[src/rtl/tdc_pkg.sv]
// Shared types and constants for the TDC gain-calibration sequencer.
// Holds the code/trim/sum widths, the FSM state encoding, the mid-scale trim
// value and the decision threshold (Target scaled by the averaging length).
package tdc_pkg;

    localparam int unsigned NBIT      = 4;
    localparam int unsigned NTRIM     = 6;
    localparam int unsigned NAVG_LOG2 = 4;
    localparam int unsigned TSETTLE   = 8;
    localparam int          TARGET    = 0;

    localparam int unsigned NSUM = NBIT + NAVG_LOG2;
    localparam int unsigned NIDX = $clog2(NTRIM);
    localparam int unsigned NSET = $clog2(TSETTLE + 1);

    typedef enum logic [2:0] {
        IDLE,
        SETTLE,
        ACCUM,
        DECIDE,
        DONE
    } cal_state_t;

    typedef logic signed [NBIT-1:0]  tdc_code_t;
    typedef logic signed [NSUM-1:0]  tdc_sum_t;
    typedef logic        [NTRIM-1:0] trim_t;

    localparam trim_t    TRIM_MID   = trim_t'(1 << (NTRIM - 1));
    // Sum of 2^NAVG_LOG2 samples equal to TARGET, full signed precision.
    localparam tdc_sum_t SUM_THRESH = tdc_sum_t'(TARGET * (2 ** NAVG_LOG2));

endpackage

[src/rtl/tdc_accum.sv]
// Valid-qualified sample counter plus signed accumulator for one SAR step.
// Ports:
//   clk_ref, rstb : clock, async active-low reset
//   clr           : zero the accumulator and sample counter
//   en            : accumulate enable (FSM in ACCUM)
//   valid, code   : TDC sample and its qualifier
//   acc           : running signed sum of the step
//   last_c        : combinational; this accepted sample completes the step
module tdc_accum
    import tdc_pkg::*;
(
    input  logic      clk_ref,
    input  logic      rstb,
    input  logic      clr,
    input  logic      en,
    input  logic      valid,
    input  tdc_code_t code,
    output tdc_sum_t  acc,
    output logic      last_c
);

    logic [NAVG_LOG2-1:0] cnt;

    assign last_c = en && valid && (cnt == '1);

    // Sum width covers 2^NAVG_LOG2 worst-case codes, so no overflow guard.
    always_ff @(posedge clk_ref or negedge rstb) begin
        if (!rstb) begin
            acc <= '0;
            cnt <= '0;
        end else if (clr) begin
            acc <= '0;
            cnt <= '0;
        end else if (en && valid) begin
            acc <= acc + tdc_sum_t'(code);
            cnt <= cnt + 1'b1;
        end
    end

endmodule

[src/rtl/tdc_cal_ctrl.sv]
// TDC gain-calibration sequencer: SAR search over the delay-line trim code,
// averaging TDC codes per step, with a combinational manual-override mux.
// Ports:
//   clk_ref, rstb         : reference clock, async active-low reset
//   start                 : single-cycle calibration request (IDLE only)
//   tdc_code, tdc_valid   : signed TDC sample and qualifier
//   trim_ovr, trim_ovr_val: manual trim override (output mux only)
//   cal_en                : selects calibration stimulus at the TDC input
//   trim                  : delay-line trim code (override or SAR register)
//   busy, done            : calibration running / completed since last start
//   sum_out               : accumulated sum of the last decided step
module tdc_cal_ctrl
    import tdc_pkg::*;
(
    input  logic                   clk_ref,
    input  logic                   rstb,
    input  logic                   start,
    input  logic signed [NBIT-1:0] tdc_code,
    input  logic                   tdc_valid,
    input  logic                   trim_ovr,
    input  logic [NTRIM-1:0]       trim_ovr_val,
    output logic                   cal_en,
    output logic [NTRIM-1:0]       trim,
    output logic                   busy,
    output logic                   done,
    output logic signed [NSUM-1:0] sum_out
);

    localparam logic [NIDX-1:0] IDX_MSB  = NIDX'(NTRIM - 1);
    localparam logic [NSET-1:0] SET_LAST = NSET'(TSETTLE - 1);

    cal_state_t      state_q, state_d;
    trim_t           trim_q, trim_d;
    logic [NIDX-1:0] idx_q, idx_d;
    logic [NSET-1:0] set_cnt_q, set_cnt_d;
    logic            busy_d, cal_en_d, done_d;
    tdc_sum_t        sum_d;
    tdc_sum_t        acc;
    logic            acc_clr_c, acc_en_c, acc_last_c;
    trim_t           bit_mask, next_mask;
    logic            keep;

    assign acc_en_c = (state_q == ACCUM);

    tdc_accum u_accum (
        .clk_ref (clk_ref),
        .rstb    (rstb),
        .clr     (acc_clr_c),
        .en      (acc_en_c),
        .valid   (tdc_valid),
        .code    (tdc_code),
        .acc     (acc),
        .last_c  (acc_last_c)
    );

    // Override only steers the output; the search register is untouched.
    assign trim = trim_ovr ? trim_ovr_val : trim_q;

    // Next-state and next-output logic.
    always_comb begin
        state_d   = state_q;
        trim_d    = trim_q;
        idx_d     = idx_q;
        set_cnt_d = set_cnt_q;
        busy_d    = busy;
        cal_en_d  = cal_en;
        done_d    = done;
        sum_d     = sum_out;
        acc_clr_c = 1'b0;
        bit_mask  = trim_t'(1) << idx_q;
        next_mask = (idx_q != '0) ? (bit_mask >> 1) : '0;
        // Code falls as trim rises: keep the bit while still above target.
        keep      = (acc > SUM_THRESH);

        case (state_q)
            IDLE: begin
                if (start) begin
                    state_d   = SETTLE;
                    idx_d     = IDX_MSB;
                    trim_d    = TRIM_MID;
                    set_cnt_d = '0;
                    done_d    = 1'b0;
                    busy_d    = 1'b1;
                    cal_en_d  = 1'b1;
                end
            end
            SETTLE: begin
                if (set_cnt_q == SET_LAST) begin
                    acc_clr_c = 1'b1;
                    state_d   = ACCUM;
                end else begin
                    set_cnt_d = set_cnt_q + 1'b1;
                end
            end
            ACCUM: begin
                if (acc_last_c) begin
                    state_d = DECIDE;
                end
            end
            DECIDE: begin
                sum_d  = acc;
                trim_d = (keep ? trim_q : (trim_q & ~bit_mask)) | next_mask;
                if (idx_q != '0) begin
                    idx_d     = idx_q - 1'b1;
                    set_cnt_d = '0;
                    state_d   = SETTLE;
                end else begin
                    state_d  = DONE;
                    done_d   = 1'b1;
                    busy_d   = 1'b0;
                    cal_en_d = 1'b0;
                end
            end
            DONE: begin
                state_d = IDLE;
            end
            default: begin
                state_d = IDLE;
            end
        endcase
    end

    // State and registered outputs.
    always_ff @(posedge clk_ref or negedge rstb) begin
        if (!rstb) begin
            state_q   <= IDLE;
            trim_q    <= TRIM_MID;
            idx_q     <= '0;
            set_cnt_q <= '0;
            busy      <= 1'b0;
            cal_en    <= 1'b0;
            done      <= 1'b0;
            sum_out   <= '0;
        end else begin
            state_q   <= state_d;
            trim_q    <= trim_d;
            idx_q     <= idx_d;
            set_cnt_q <= set_cnt_d;
            busy      <= busy_d;
            cal_en    <= cal_en_d;
            done      <= done_d;
            sum_out   <= sum_d;
        end
    end

endmodule

[config.mk]
export PLATFORM = sky130hd
export DESIGN_NAME = tdc_cal_ctrl
export DESIGN_NICKNAME = d
export VERILOG_FILES = /design/src/rtl/tdc_pkg.sv /design/src/rtl/tdc_accum.sv /design/src/rtl/tdc_cal_ctrl.sv
export SDC_FILE = /design/constraint.sdc
export NUM_CORES = 1
export LEC_CHECK = 0
export BUFFER_PORTS_ARGS = -buffer_cell sky130_fd_sc_hd__buf_4
export CORE_UTILIZATION = 45
export DETAILED_ROUTE_END_ITERATION = 12
export PLACE_DENSITY = 0.74
export SLEW_MARGIN = 20
export SYNTH_ARGS = -nofsm -noshare
export SYNTH_HDL_FRONTEND = slang
export SYNTH_HIERARCHICAL = 1
export SYNTH_SLANG_ARGS = --single-unit
[constraint.sdc]
create_clock -name clk_ref -period 2.15 [get_ports clk_ref]
set_input_delay 0.645 -clock clk_ref [delete_from_list [all_inputs] [get_ports clk_ref]]
set_output_delay 0.645 -clock clk_ref [all_outputs]
set_load 0.1 [all_outputs]
==> results_dict.tcl <==
set metrics [dict create \
    cap_violations 0 \
    std_cell_rows 25 \
    initial_core_util 0.474 \
    cts_tree "done" \
    critPathKind "in2out" \
    slew_violations 0 \
    synth_top_family_by_area "simple AND/OR/NAND/NOR gates" \
    insertion_delay_ns 0.28 \
    setup-tns-final_ns 0 \
    total_power_mw 3.61 \
    dpl_cell_area_sq_mm 0.00255 \
    ys_top_cells_by_area "dfrtp_1 41%, nand2_1 7.8%, ha_1 7.8%" \
    gr-usage-all-layers 0.188 \
    synth_edf_count 0 \
    setup_ws_ns 0.168 \
    setup_viol 0 \
    synth_ff_type "dfrtp_1" \
    r2r-end "u_accum/acc[6]" \
    clkTransAtPathRegs_ns 0.07 \
    cts-resized-gates 0 \
    worst_pin_slew_ns 0.573 \
    ys_top_cells_by_count "47 x nand2_1, 37 x dfrtp_1, 14 x ha_1, 13 x a21oi_1, 12 x nor2_1" \
    die_area_sq_mm 0.00529 \
    die_h_microns 72.7 \
    dp_cells 325 \
    grt_pass1_vias 1702 \
    status "completed" \
    wl_per_cell_microns 13.3 \
    yosys.cell_types.count 57 \
    grt_overflow_total 0 \
    crit_fanout 6 \
    p_leak_nw 1.27 \
    synthesis.area_sq_mm 0.00225 \
    routed_wl_microns 4440 \
    reg2regPathDepth 7 \
    fp.dieW_microns 72.7 \
    clockBufferDepth 2 \
    fin_crit_sh 0.922 \
    worst_setup_path_end_kind "primary output" \
    max_stage_delay_ns 0.33 \
    synth_top_area_frac 0.411 \
    drcViolationCount 0 \
    yosys.area_share.xor_xnor 0.0194 \
    place_hpwl_microns 3310 \
    synth_top_area_cell "dfrtp_1" \
    antenna_found_initial 0 \
    ys_warn_count 6 \
    final.setup_skew_ns 0.00423 \
    reg2reg_from "u_accum/acc[0]" \
    final_cells 333 \
    grt_setup_unrepaired "no" \
    drt_iter0_markers 62 \
    syn_to_final_growth_pct 17.2 \
    core_sq_mm 0.00475 \
    hold_slack_ns 0.322 \
    antenna_cells 0 \
    ant_nets 0 \
    crit_top_cell "buf_4" \
    synthSimpleGateAreaFrac 0.227 \
    drt-vias-per-instance 5.32 \
    critical_path.slowest_cell "mux2_2" \
    synthAdderAreaFrac 0.0867 \
    worstPathCellList "buf_4 -> mux2_2 -> buf_4" \
    place_worst_setup_slack_ns -0.101 \
    io_pins 32 \
    cts_sinks 38 \
    async_reset_ff_frac 1.00 \
    post_cts_buffers 0 \
    holdBufCountCts 0 \
    ys_seq_area_frac 0.423 \
    fin_area_sq_mm 0.00264 \
    vias 1770 \
    synth_most_common_cell "nand2_1" \
    place_congestion 0.805 \
    post-route-util 0.555 \
    grt_max_degree 39 \
    synth_cells 230 \
    r2r_slack_ns 0.27 \
    period_minus_slack_ns 1.98 \
    synth_compound_area_frac 0.138 \
    grt_pass1_wl_microns 7730 \
    synth_mux_area_frac 0.0600 \
    startpoint_type "input port" \
    max_slew_margin 0.618 \
    max_freq_mhz 505 \
    first_pass_iters 4 \
    cts_max_level 2 \
    port_buffers 31 \
    fillers 454 \
    final_hold_viol_count 0 \
    synth_nets 260 \
    nets 295 \
    required_ns 1.50 \
    arrival_ns 1.34 \
    ctsRootBufferMaster "clkbuf_8" \
    numCtsBuffers 5 \
    min_path_type "in2async" \
    p_per_area_mw_per_mm2 1370 \
    avgSynthCellArea_sq_um 9.79 \
    peakVddDrop_uv 670 \
    synth-seq-cells 38 \
    layout-drive-gt1-share 0.244 \
]
==> cells by family after synthesis <==
family / count (synthesis)
adders and majority gates: 15
xor gates and xnor gates: 5
and+or+nand+nor: 100
buffers and inverters: 16
DFF: 38
AOI/OAI and AO/OA: 45
muxes: 11
==> critical path: cells and delay by family <==
kind / cells / cell delay (ns)
multiplexers: 1 / 0.33
buffers and inverters: 2 / 0.35
==> routing by layer <==
layer,vias up,GRT usage,share of wire
met1,841,0.244,0.47
met5,-,0,0
met3,7,0.0442,0.033
met4,0,0.0392,0.012
met2,38,0.322,0.49
li1,884,-,-
==> final cells by class <==
| type | count | area [sq um] | area share |
|---|---|---|---|
| inverter | 4 | 15.0 | 0.00569 |
| tap | 67 | 83.8 | 0.0318 |
| clock buffer | 7 | 86.3 | 0.0327 |
| multi-input combinational | 176 | 1200 | 0.453 |
| timing repair buffer | 40 | 300 | 0.114 |
| clock inverter | 1 | 5.00 | 0.00190 |
| sequential | 38 | 952 | 0.361 |
==> cell usage in the layout (no fill, tap or decap), types with 2 or more instances in the layout <==
cell type	synthesis	final
o211ai_1	5	5
nand3b_1	3	3
inv_1	4	4
a21o_1	3	3
a211o_1	2	2
nand4_1	3	3
nor4_1	2	2
clkbuf_8	0	6
or3_1	3	3
xnor2_1	3	3
mux2i_1	3	3
nor3_1	5	5
nor2_1	12	12
mux2_2	7	7
xor2_1	2	2
nand3_1	9	9
a21oi_1	13	13
nand2_1	47	47
o21ai_0	6	6
nor2b_1	3	3
ha_1	14	14
buf_4	2	40
dfrtp_1	37	37
nor3b_1	2	2
==> flip-flops by register name, indices dropped and copies added, names as in the netlist <==
signal,count
u_accum/acc,8
busy,1
trim_q,6
state_q,3
idx_q,3
done,1
sum_out,8
u_accum/cnt,4
set_cnt_q,4
==> where the power goes <==
group	internal, mW	leakage (nW)	switching [mW]
clock network	0.259	0.0482	0.245
logic	0.607	0.730	1.34
registers	0.951	0.493	0.209
total	1.82	1.27	1.80
==> worst max-delay path by stage <==
stage                startpoint              to  slack (ns)  cells after the start
floorplan              trim_ovr         trim[0]        0.07                      2
global placement    tdc_code[0]  u_accum/acc[6]       -0.08                      8
detailed placement  tdc_code[0]  u_accum/acc[6]       -0.10                      8
CTS                    trim_ovr         trim[5]        0.16                      3
global route         state_q[0]  u_accum/acc[7]        0.01                      6
finish                 trim_ovr         trim[5]        0.17                      3
Note: power is estimated with default switching activity, not from simulation.
